`config.mk`:
```
export PLATFORM = sky130hd
export DESIGN_NAME = wishbone_burst_manager
export DESIGN_NICKNAME = d
export VERILOG_FILES = /design/src/rtl/wishbone_burst_manager.sv
export SDC_FILE = /design/constraint.sdc
export NUM_CORES = 1
export LEC_CHECK = 0
export CELL_PAD_IN_SITES_DETAIL_PLACEMENT = 0
export CELL_PAD_IN_SITES_GLOBAL_PLACEMENT = 2
export CORE_ASPECT_RATIO = 0.7
export CORE_MARGIN = 2
export CORE_UTILIZATION = 28
export DETAILED_ROUTE_END_ITERATION = 8
export PLACE_DENSITY_LB_ADDON = 0.1
export SYNTH_ARGS = -nofsm -noshare
export SYNTH_HDL_FRONTEND = slang
export SYNTH_SLANG_ARGS = --single-unit
```
`constraint.sdc`:
```
create_clock -name CLK -period 5.6 [get_ports CLK]
set_clock_uncertainty 0.15 [all_clocks]
set_input_delay 0.56 -clock CLK [delete_from_list [all_inputs] [get_ports CLK]]
set_output_delay 0.56 -clock CLK [all_outputs]
set_load 0.02 [all_outputs]
```
`src/rtl/wishbone_burst_manager.sv`:
```
// Wishbone burst manager: runs one CPU read or write command of 1..MAX_BURST
// beats as a single classic Wishbone cycle (CYC held, STB per beat, address
// stepping by SEL_WIDTH bytes).
// Optional feature: define WBM_TIMEOUT_EN to abort a beat whose ACK does not
// arrive within TIMEOUT_CYCLES cycles (ERR_O pulses); otherwise ERR_O is 0.
module wishbone_burst_manager #(
    parameter int DATA_WIDTH     = 32,
    parameter int ADDR_WIDTH     = 32,
    parameter int SEL_WIDTH      = DATA_WIDTH / 8,
    parameter int MAX_BURST      = 16,
    parameter int LEN_WIDTH      = $clog2(MAX_BURST + 1),
    parameter int TIMEOUT_CYCLES = 255
) (
    input  logic                  CLK,
    input  logic                  nRST,
    input  logic                  WRITE_I,
    input  logic                  READ_I,
    input  logic [ADDR_WIDTH-1:0] ADR_I,
    input  logic [LEN_WIDTH-1:0]  LEN_I,
    input  logic [SEL_WIDTH-1:0]  SEL_I,
    input  logic [DATA_WIDTH-1:0] CPU_DAT_I,
    output logic                  CPU_DAT_ACK_O,
    output logic [DATA_WIDTH-1:0] CPU_DAT_O,
    output logic                  CPU_DAT_VALID_O,
    output logic                  BUSY_O,
    output logic                  ERR_O,
    input  logic [DATA_WIDTH-1:0] DAT_I,
    input  logic                  ACK_I,
    output logic [ADDR_WIDTH-1:0] ADR_O,
    output logic [DATA_WIDTH-1:0] DAT_O,
    output logic [SEL_WIDTH-1:0]  SEL_O,
    output logic                  WE_O,
    output logic                  STB_O,
    output logic                  CYC_O
);

    localparam logic [1:0] IDLE = 2'd0;
    localparam logic [1:0] BUS  = 2'd1;
    localparam logic [1:0] DONE = 2'd2;

    logic [1:0]           state;
    logic [LEN_WIDTH-1:0] beats;
    logic                 start;
    logic                 beat_ack;
    logic                 last_beat;
    logic                 timeout;

    // A zero length still means one beat; oversize requests saturate.
    function automatic logic [LEN_WIDTH-1:0] clamp_len(input logic [LEN_WIDTH-1:0] len);
        if (len == '0)
            return LEN_WIDTH'(1);
        else if (len > LEN_WIDTH'(MAX_BURST))
            return LEN_WIDTH'(MAX_BURST);
        else
            return len;
    endfunction

    assign start     = (state == IDLE) && (READ_I ^ WRITE_I);
    assign beat_ack  = (state == BUS) && ACK_I;
    assign last_beat = (beats == LEN_WIDTH'(1));

    assign CYC_O  = (state == BUS);
    assign STB_O  = (state == BUS);
    assign BUSY_O = (state == BUS);

    // Next write word is consumed on every non-final acked write beat.
    assign CPU_DAT_ACK_O = beat_ack && WE_O && !last_beat;

`ifdef WBM_TIMEOUT_EN
    localparam int TMO_W = $clog2(TIMEOUT_CYCLES + 1);

    logic [TMO_W-1:0] tmo_cnt;
    logic             err_q;

    // Abort on the edge where the wait count would reach TIMEOUT_CYCLES.
    assign timeout = (state == BUS) && !ACK_I &&
                     (tmo_cnt == TMO_W'(TIMEOUT_CYCLES - 1));
    assign ERR_O   = err_q;

    // ACK wait counter and one-cycle error pulse.
    always_ff @(posedge CLK or negedge nRST) begin
        if (!nRST) begin
            tmo_cnt <= '0;
            err_q   <= 1'b0;
        end else begin
            err_q <= timeout;
            if (state == BUS && !ACK_I && !timeout)
                tmo_cnt <= tmo_cnt + TMO_W'(1);
            else
                tmo_cnt <= '0;
        end
    end
`else
    assign timeout = 1'b0;
    assign ERR_O   = 1'b0;
`endif

    // Command state machine, beat counter and write-enable.
    always_ff @(posedge CLK or negedge nRST) begin
        if (!nRST) begin
            state <= IDLE;
            beats <= '0;
            WE_O  <= 1'b0;
        end else begin
            case (state)
                IDLE: begin
                    if (start) begin
                        state <= BUS;
                        beats <= clamp_len(LEN_I);
                        WE_O  <= WRITE_I;
                    end
                end
                BUS: begin
                    if (ACK_I) begin
                        if (last_beat) begin
                            state <= DONE;
                            beats <= '0;
                            WE_O  <= 1'b0;
                        end else begin
                            beats <= beats - LEN_WIDTH'(1);
                        end
                    end else if (timeout) begin
                        state <= DONE;
                        beats <= '0;
                        WE_O  <= 1'b0;
                    end
                end
                DONE:    state <= IDLE;
                default: state <= IDLE;
            endcase
        end
    end

    // Bus address/select/write data and CPU-side read data registers.
    always_ff @(posedge CLK or negedge nRST) begin
        if (!nRST) begin
            ADR_O           <= '0;
            SEL_O           <= '0;
            DAT_O           <= '0;
            CPU_DAT_O       <= '0;
            CPU_DAT_VALID_O <= 1'b0;
        end else begin
            CPU_DAT_VALID_O <= 1'b0;
            if (start) begin
                ADR_O <= ADR_I;
                SEL_O <= SEL_I;
                if (WRITE_I)
                    DAT_O <= CPU_DAT_I;
            end
            if (beat_ack) begin
                if (!WE_O) begin
                    CPU_DAT_O       <= DAT_I;
                    CPU_DAT_VALID_O <= 1'b1;
                end
                if (!last_beat) begin
                    ADR_O <= ADR_O + ADDR_WIDTH'(SEL_WIDTH);
                    if (WE_O)
                        DAT_O <= CPU_DAT_I;
                end
            end
        end
    end

endmodule

```
**Word level (Yosys, flattened, before mapping)**

Index checks and enable logic that the tools add are counted.

- Flip-flop bits (word level): 109
- Output and inout bits: 107
- Logic and storage cells: 54
- Bits of input ports: 110

- Bitwise operators: 2
- Reduce and logical (&&, ||, !) cells: 12
- Equality and inequality tests: 5
- $lt $le $gt $ge: 1
- $add $sub $neg: 2
- Mux-type cells: 24

Operators with widths:

| kind | number |
|---|---|
| 32-bit 2-to-1 mux | 8 |
| 32-bit by 3-bit adder with 32-bit output (second input constant) | 1 |
| 5-bit 2-to-1 mux | 5 |
| 5-bit one-hot mux with 2 select lines | 1 |
| 2-bit 2-to-1 mux | 3 |
| 3-bit AND reduction | 2 |
| 5-bit by 1-bit equality test with 1-bit output (second input constant) | 1 |
| 5-bit greater-than comparator (second input constant) | 1 |
| 5-bit logical NOT | 1 |
| 1-bit 2-to-1 mux | 5 |
| 5-bit by 1-bit subtractor with 5-bit output (second input constant) | 1 |
| 1-bit logical AND | 4 |
| 2-bit by 1-bit != test with 1-bit output (second input constant) | 2 |
| 2-bit one-hot mux with 2 select lines | 1 |
| 4-bit AND reduction | 1 |
| 2-bit by 1-bit equality test with 1-bit output (second input constant) | 1 |
| 2-bit logical NOT | 1 |
| 2-bit != test (second input constant) | 1 |
| 1-bit one-hot mux with 2 select lines | 1 |
| 2-bit AND reduction | 1 |
| 2-bit nonzero test | 1 |
| 1-bit logical NOT | 1 |
| 1-bit inverter | 1 |
| 1-bit XOR | 1 |

**Longest topological paths before layout**

Gate-level depths: netlist of the first run.

- Word-level depth: 6
- Gate-level depth with buffers: 9
- Gate-level depth less buffers: 7

**Worst setup path after synthesis of the first run**

Ideal clock, no wire load.

- Path type: reg2out
- Start: register beats[1]
- End: output port CPU_DAT_ACK_O
- Arrival: 1448 ps
- Data required time: 4890 ps
- Path buffers: 1
- Slack: 3442 ps
- Stages on the path, launching flop included: 7
- Cell sequence: dfrtp_1 -> inv_1 -> ha_1 -> or4b_4 -> nand3_4 -> buf_6 -> nor2_1

- Longest elaborated chain between the ends: 3

Ends and longest elaborated chain:

| item | RTL line | source |
|---|---|---|
| from (decl) | 42 | `logic [LEN_WIDTH-1:0] beats;` |
| from (signal assigned) | 109 | `beats <= clamp_len(LEN_I);` |
| from (signal assigned) | 120 | `beats <= beats - LEN_WIDTH'(1);` |
| 5-bit by 1-bit equality test with 1-bit output | 60 | `assign last_beat = (beats == LEN_WIDTH'(1));` |
| 1-bit logical NOT | -- |  |
| 1-bit logical AND | 67 | `assign CPU_DAT_ACK_O = beat_ack && WE_O && !last_beat;` |
| to (decl) | 22 | `output logic CPU_DAT_ACK_O,` |

No other way between the ends.

**Final worst setup path of the first run**

Same ends and word-level chain as after synthesis.

==> impl_metrics.env, run 1 <==
export IMPL_dpl_cell_area_um2=7330
export IMPL_p_per_area_nw_per_um2=585
export IMPL_ir_drop_uv=273
export IMPL_ys_top_cells_by_area="dfrtp_1 55%, mux2_2 15%, nand2_1 2.8%, nor2_1 2.6%, a21oi_1 1.9%"
export IMPL_p_int_mw=2.64
export IMPL_grt_max_degree=67
export IMPL_initial_utilization_pct=28.8
export IMPL_drc=0
export IMPL_timing_max_cap_violations=0
export IMPL_multi_input_area_um2=2110
export IMPL_cts_inserted_buffers=9
export IMPL_rsz0062_at_grt="no"
export IMPL_synth_cells=426
export IMPL_clock_latency_ns=0.35
export IMPL_startpoint="beats[1]$_DFFE_PN0P_"
export IMPL_clock_fmax_ghz=0.319
export IMPL_detailed_place_hpwl_um=11600
export IMPL_rows=40
export IMPL_clk_path_buf_depth=2
export IMPL_pwr_share_comb_pct=53.0
export IMPL_fin_ws_ns=2.46
export IMPL_grt_pass1_vias=4338
export IMPL_yosysWarnings=0
export IMPL_p_seq_share_pct=33.2
export IMPL_critPathLaunchType="register"
export IMPL_ctsHoldBuffers=0
export IMPL_hold_viol_final=0
export IMPL_overflow=0
export IMPL_portBuffers=215
export IMPL_critical_path_class="reg -> out"
export IMPL_period_share_pct=56.0
export IMPL_status="completed"
export IMPL_seq_area_um2=2730
export IMPL_firstDrtPassIters=5
export IMPL_total_power_mw=4.45
export IMPL_synth_edff_count=0
export IMPL_ys_flop_type="dfrtp_1"
export IMPL_synth_most_common_cell="dfrtp_1"
export IMPL_drv_slew=0
export IMPL_vias_per_cell=4.78
export IMPL_syn2layout_area_growth_pct=53.2
export IMPL_routabilityCongestion=0.783
export IMPL_wl_um=15800
export IMPL_post_cts_buffers=0
export IMPL_cts_tree="done"
export IMPL_arrival_ns=2.43
export IMPL_end_kind="output pin"
export IMPL_core_area_um2=17300
export IMPL_leakage_nw=3.01
export IMPL_die_h_um=115
export IMPL_avgSynthCellArea_um2=11.7
export IMPL_netlist_area_leader_share_pct=54.9
export IMPL_wire_per_inst_um=18.1
export IMPL_swShare_pct=40.7
export IMPL_power_switching_mw=1.81
export IMPL_root_buffer="clkbuf_16"
export IMPL_ant_nets=0
export IMPL_synth_net_count=539
export IMPL_power_frac_clock_pct=13.8
export IMPL_htreeDepth=3
export IMPL_synth_area_um2=4970
export IMPL_place_ws_ns=2.42
export IMPL_final_area_um2=7610
export IMPL_hold_path_class="in -> async"
export IMPL_post_route_min_period_ns=3.14
export IMPL_path_max_fanout=18
export IMPL_num_antenna_cells=0
export IMPL_vias=4171
export IMPL_async_reset_ff_share_pct=100
export IMPL_post_cts_resized=0
export IMPL_drt_iter0_drc=245
export IMPL_fin_setup_tns_ns=0
export IMPL_synthTopCellsByCount="109 x dfrtp_1, 65 x mux2_2, 37 x nand2_1"
export IMPL_grt_total_usage_pct=17.1
export IMPL_antenna_found_initial=0
export IMPL_max_slew_margin_pct=31.4
export IMPL_yosysUniqueCellTypes=55
export IMPL_ios=217
export IMPL_finalSetupViolCount=0
export IMPL_drive_above_1_share_pct=16.2
export IMPL_required_ns=4.89
export IMPL_fillerInstances=1651
export IMPL_tightest_slew_ns=1.03
export IMPL_cts_sinks=109
export IMPL_layout_cells_non_filler=872
export IMPL_synth_seq_cells=109
export IMPL_ys_seq_area_share_pct=54.9
export IMPL_r2r_start="beats[1]$_DFFE_PN0P_"
export IMPL_die_w_um=163
export IMPL_path_clk_slew_ns=0.07
export IMPL_synth_top_area_cell="dfrtp_1"
export IMPL_place_inst=856
export IMPL_nets=749
export IMPL_grt_pass1_wl_um=24600
export IMPL_die_area_um2=18800
[cells in the final DEF, fill, tap and decap left out, drive strengths merged, types with 2 or more instances in the layout]
cell type        n
a21oi           20
nand3           13
nor3            10
clkinvlp         2
nand2           38
o22ai            8
xor2             3
o31ai            2
clkdlybuf4s50  214
mux2            65
nor4             3
a211oi           8
or2              2
o21a             3
nor2            36
o21ai           14
a22oi            2
nand2b           2
clkinv           2
a311oi           8
and4             3
nand4           10
inv              8
clkbuf          10
nor4b            2
ha               3
o221a            7
and3             8
and2             6
dfrtp          109
buf              6
a31oi            2
[final timing paths]
check | to | slack, ns | cells past startpoint
min in group CLK | SEL_O[3]$_DFFE_PN0N_ | 0.33 | 2
worst max-delay path | CPU_DAT_ACK_O | 2.46 | 6
worst min-delay path | DAT_O[21]$_DFF_PN0_ | 0.17 | 1
max in group asynchronous | CPU_DAT_O[4]$_DFFE_PN0P_ | 3.97 | 2
worst min register to register | SEL_O[3]$_DFFE_PN0N_ | 0.33 | 2
worst max register to register | DAT_O[20]$_DFF_PN0_ | 2.90 | 6
[power by group through the flow]
stage	combinational, mW	sequential, mW	clock (mW)
6_report	2.36	1.48	0.614
5_1_grt	2.54	1.54	0.669
4_1_cts	2.39	1.48	0.644
3_5_place_dp	2.38	1.48	0
3_3_place_gp	2.37	1.47	0
2_1_floorplan	0.886	1.86	0
[state kept, by name, summed over array words and instances, names as in the netlist]
signal and flops:
ADR_O 32, CPU_DAT_O 32, DAT_O 32, beats 5, SEL_O 4, state 2, CPU_DAT_VALID_O 1, WE_O 1
[kinds of logic (layout without fill, tap and decap cells)]
group	Yosys count	after routing	synth area share, %
multiplexers	66	66	14.9
buffers and inverters	27	242	2.95
flip-flops	109	109	54.9
other	1	1	0.0755
AO/OA/AOI/OAI	79	79	11.1
XOR/XNOR	4	4	0.706
adder cells (fa/ha/maj)	3	3	0.756
AND/OR/NAND/NOR	137	137	14.6
[stage by stage]
stage	utilization (%)	hold slack, ns
after floorplan	-	0.114
after global placement	42.5	0.308
after detailed placement	42.5	0.316
after CTS	44.1	0.197
after global routing	44.1	0.224
final	44.1	0.172
[area by class of cell]
cell class                      instances  area share (%)
Clock buffer                           10            3.01
Tap cell                              231            3.80
Clock inverter                          6           0.608
Sequential cell                       109            35.8
Inverter                                6           0.296
Multi-Input combinational cell        290            27.7
Timing Repair Buffer                  220            28.7
[per-layer routing]
metal / GRT usage [%] / vias up / part of all wire [%]
li1: - / 1970 / -
met1: 22.7 / 2047 / 46
met2: 25.4 / 150 / 43
met3: 8.16 / 4 / 10
met4: 3.72 / 0 / 0.42
met5: 0 / - / 0
[critical path, stage by stage (launching register included)]
cell and delay [ns]:
dfrtp_1 0.38, inv_1 0.10, ha_1 0.19, or4b_4 0.52
nand3_4 0.25, nor2_1 0.07, clkdlybuf4s50_1 0.57
Note: power is estimated with default switching activity, not from simulation.
==> inputs of run 2 (changes only) <==
- CORE_UTILIZATION: 28 -> 26
- clock period: 5.6 -> 3.1 ns (I/O delays scaled with it)
==> run 2 against run 1 <==
- clock-buffer cell count decreased by 1
- die area increased by 7.5%
- critical path depth unchanged
- first-iteration DRC count decreased by 6.5%
- utilization decreased by 3.1 points
- non-clock buffer count increased by 3
- critical endpoint unchanged
- largest cell class unchanged
==> impl_metrics.env, run 2 (same netlist as run 1, synthesis figures left out) <==
export IMPL_tightest_slew_ns=0.684
export IMPL_grt_pass1_wl_um=25100
export IMPL_cts_tree="done"
export IMPL_rsz0062_at_grt="no"
export IMPL_timing_rr_end="ADR_O[20]$_DFF_PN0_"
export IMPL_wl_um=15700
export IMPL_final_area_um2=7710
export IMPL_arrival_ns=2.41
export IMPL_initial_utilization_pct=26.4
export IMPL_status="completed"
export IMPL_mostFrequentLayoutCells="214 x clkdlybuf4s50_1, 109 x dfrtp_1, 65 x mux2_2, 37 x nand2_1, 32 x nor2_1"
export IMPL_root_buffer="clkbuf_16"
export IMPL_post_route_min_period_ns=2.87
export IMPL_timing_max_cap_violations=0
export IMPL_critPathBufInv=2
export IMPL_p_per_area_nw_per_um2=1060
export IMPL_finalSetupViolCount=0
export IMPL_grt_total_usage_pct=15.9
export IMPL_p_int_mw=4.88
export IMPL_critical_path_class="reg -> out"
export IMPL_dpl_cell_area_um2=7380
export IMPL_top_regs="ADR_O (32), CPU_DAT_O (32), DAT_O (32)"
export IMPL_ios=217
export IMPL_slowest_stage="clkdlybuf4s50_1"
export IMPL_critPathMaxStageDelay_ns=0.56
export IMPL_power_frac_clock_pct=15.5
export IMPL_post_cts_resized=0
export IMPL_die_area_um2=20200
export IMPL_period_share_pct=92.5
export IMPL_drv_slew=0
export IMPL_final_common_cell="clkdlybuf4s50_1"
export IMPL_pwr_share_comb_pct=52.1
export IMPL_fin_ws_ns=0.232
export IMPL_crit_chain="inv_1 -> ha_1 -> or4b_4 -> nand3_4 -> nor2_1 -> clkdlybuf4s50_1"
export IMPL_ant_nets=0
export IMPL_drt_iter0_drc=229
export IMPL_hold_viol_final=0
export IMPL_critPathLaunchType="register"
export IMPL_leakage_nw=3.06
export IMPL_post_cts_buffers=0
export IMPL_startpoint="beats[1]$_DFFE_PN0P_"
export IMPL_required_ns=2.64
export IMPL_path_clk_slew_ns=0.08
export IMPL_r2r_cells=8
export IMPL_antenna_found_initial=0
export IMPL_r2r_start="beats[1]$_DFFE_PN0P_"
export IMPL_power_switching_mw=3.29
export IMPL_grt_pass1_vias=4411
export IMPL_wire_per_inst_um=17.7
export IMPL_swShare_pct=40.3
export IMPL_detailed_place_hpwl_um=11500
export IMPL_crit_cells=6
export IMPL_clk_path_buf_depth=2
export IMPL_drive_above_1_share_pct=16.6
export IMPL_portBuffers=215
export IMPL_hold_path_class="in -> reg"
export IMPL_syn2layout_area_growth_pct=55.3
export IMPL_htreeDepth=3
export IMPL_vias_per_cell=4.70
export IMPL_routabilityCongestion=0.732
export IMPL_overflow=0
export IMPL_nets=752
export IMPL_grt_max_degree=61
export IMPL_core_area_um2=18800
export IMPL_clock_fmax_ghz=0.349
export IMPL_end_kind="output pin"
export IMPL_ff2ff_setup_slack_ns=0.72
export IMPL_total_power_mw=8.17
export IMPL_endpoint="CPU_DAT_ACK_O"
export IMPL_die_w_um=169
export IMPL_clock_latency_ns=0.36
export IMPL_drc=0
export IMPL_num_antenna_cells=0
export IMPL_critPathTopFamily="simple AND/OR/NAND/NOR gates"
export IMPL_utilization_pct=41.0
export IMPL_max_slew_margin_pct=54.4
export IMPL_ir_drop_uv=410
export IMPL_place_ws_ns=0.577
export IMPL_cts_inserted_buffers=9
export IMPL_firstDrtPassIters=4
export IMPL_vias=4167
export IMPL_cts_sinks=109
export IMPL_path_max_fanout=18
export IMPL_rows=42
export IMPL_fin_setup_tns_ns=0
export IMPL_p_seq_share_pct=32.5
export IMPL_die_h_um=120
## run 2: cell types whose count changed in the layout (fill, tap and decap cells not counted)
cell	change
buf_12	+1
buf_4	+1
bufinv_16	+1
clkbuf_1	-1
clkinv_2	-1
clkinv_8	+2
clkinvlp_4	-1
dlygate4sd3_1	+1
inv_6	-2
inv_8	+2
## run 2: repair_timing
| item | CTS | global route |
|---|---|---|
| setup endpoints to repair | 0 | 0 |
| endpoints found under the hold margin | 49 | 0 |
| hold buffers | 1 | 0 |
## run 2: power by group through the flow
stage | registers (mW) | clock network [mW] | logic, mW
CTS | 2.66 | 1.32 | 4.33
global route | 2.76 | 1.38 | 4.57
global placement | 2.65 | 0 | 4.30
detailed placement | 2.67 | 0 | 4.31
floorplan | 3.36 | 0 | 1.60
finish | 2.65 | 1.26 | 4.26
## run 2: cell type report
| type | instances | area, um^2 |
|---|---|---|
| Multi-Input combinational cell | 290 | 2110 |
| Timing Repair Buffer | 223 | 2220 |
| Sequential cell | 109 | 2730 |
| Clock buffer | 9 | 225 |
| Tap cell | 242 | 303 |
| Clock inverter | 7 | 101 |
| Inverter | 6 | 22.5 |
| Fill cell | 1806 | 11100 |
## run 2: worst min path at each step
stage,from,end,slack (ns),depth (start not counted)
2_1_floorplan,nRST,ADR_O[0]$_DFFE_PN0P_,-0.14,0
3_3_place_gp,nRST,DAT_O[13]$_DFF_PN0_,0.25,1
3_5_place_dp,nRST,DAT_O[13]$_DFF_PN0_,0.25,1
4_1_cts,SEL_I[0],SEL_O[0]$_DFFE_PN0N_,0.31,3
5_1_grt,SEL_I[0],SEL_O[0]$_DFFE_PN0N_,0.32,3
6_report,SEL_I[0],SEL_O[0]$_DFFE_PN0N_,0.33,3
## run 2: through the flow
stage                     cells  hold slack [ns]
after floorplan             426           -0.136
after global placement      869            0.248
after detailed placement    869            0.245
after CTS                   886            0.311
after global routing        886            0.317
final                       886            0.325
## run 2: worst register-to-register path, cell delays in order, from the launching register on
cell,delay (ns)
dfrtp_1,0.39
inv_1,0.10
ha_1,0.17
nor4b_2,0.31
nor2_2,0.11
buf_4,0.26
nor2_2,0.44
a21oi_1,0.09
o221a_2,0.27
## run 2: layer usage
layer	global-route usage (%)	wire length (um)	vias to the layer above
met5	0	0	-
met4	4.06	198	0
met1	21.6	7150	2030
met2	23.4	6840	141
met3	6.70	1520	14
li1	-	-	1982
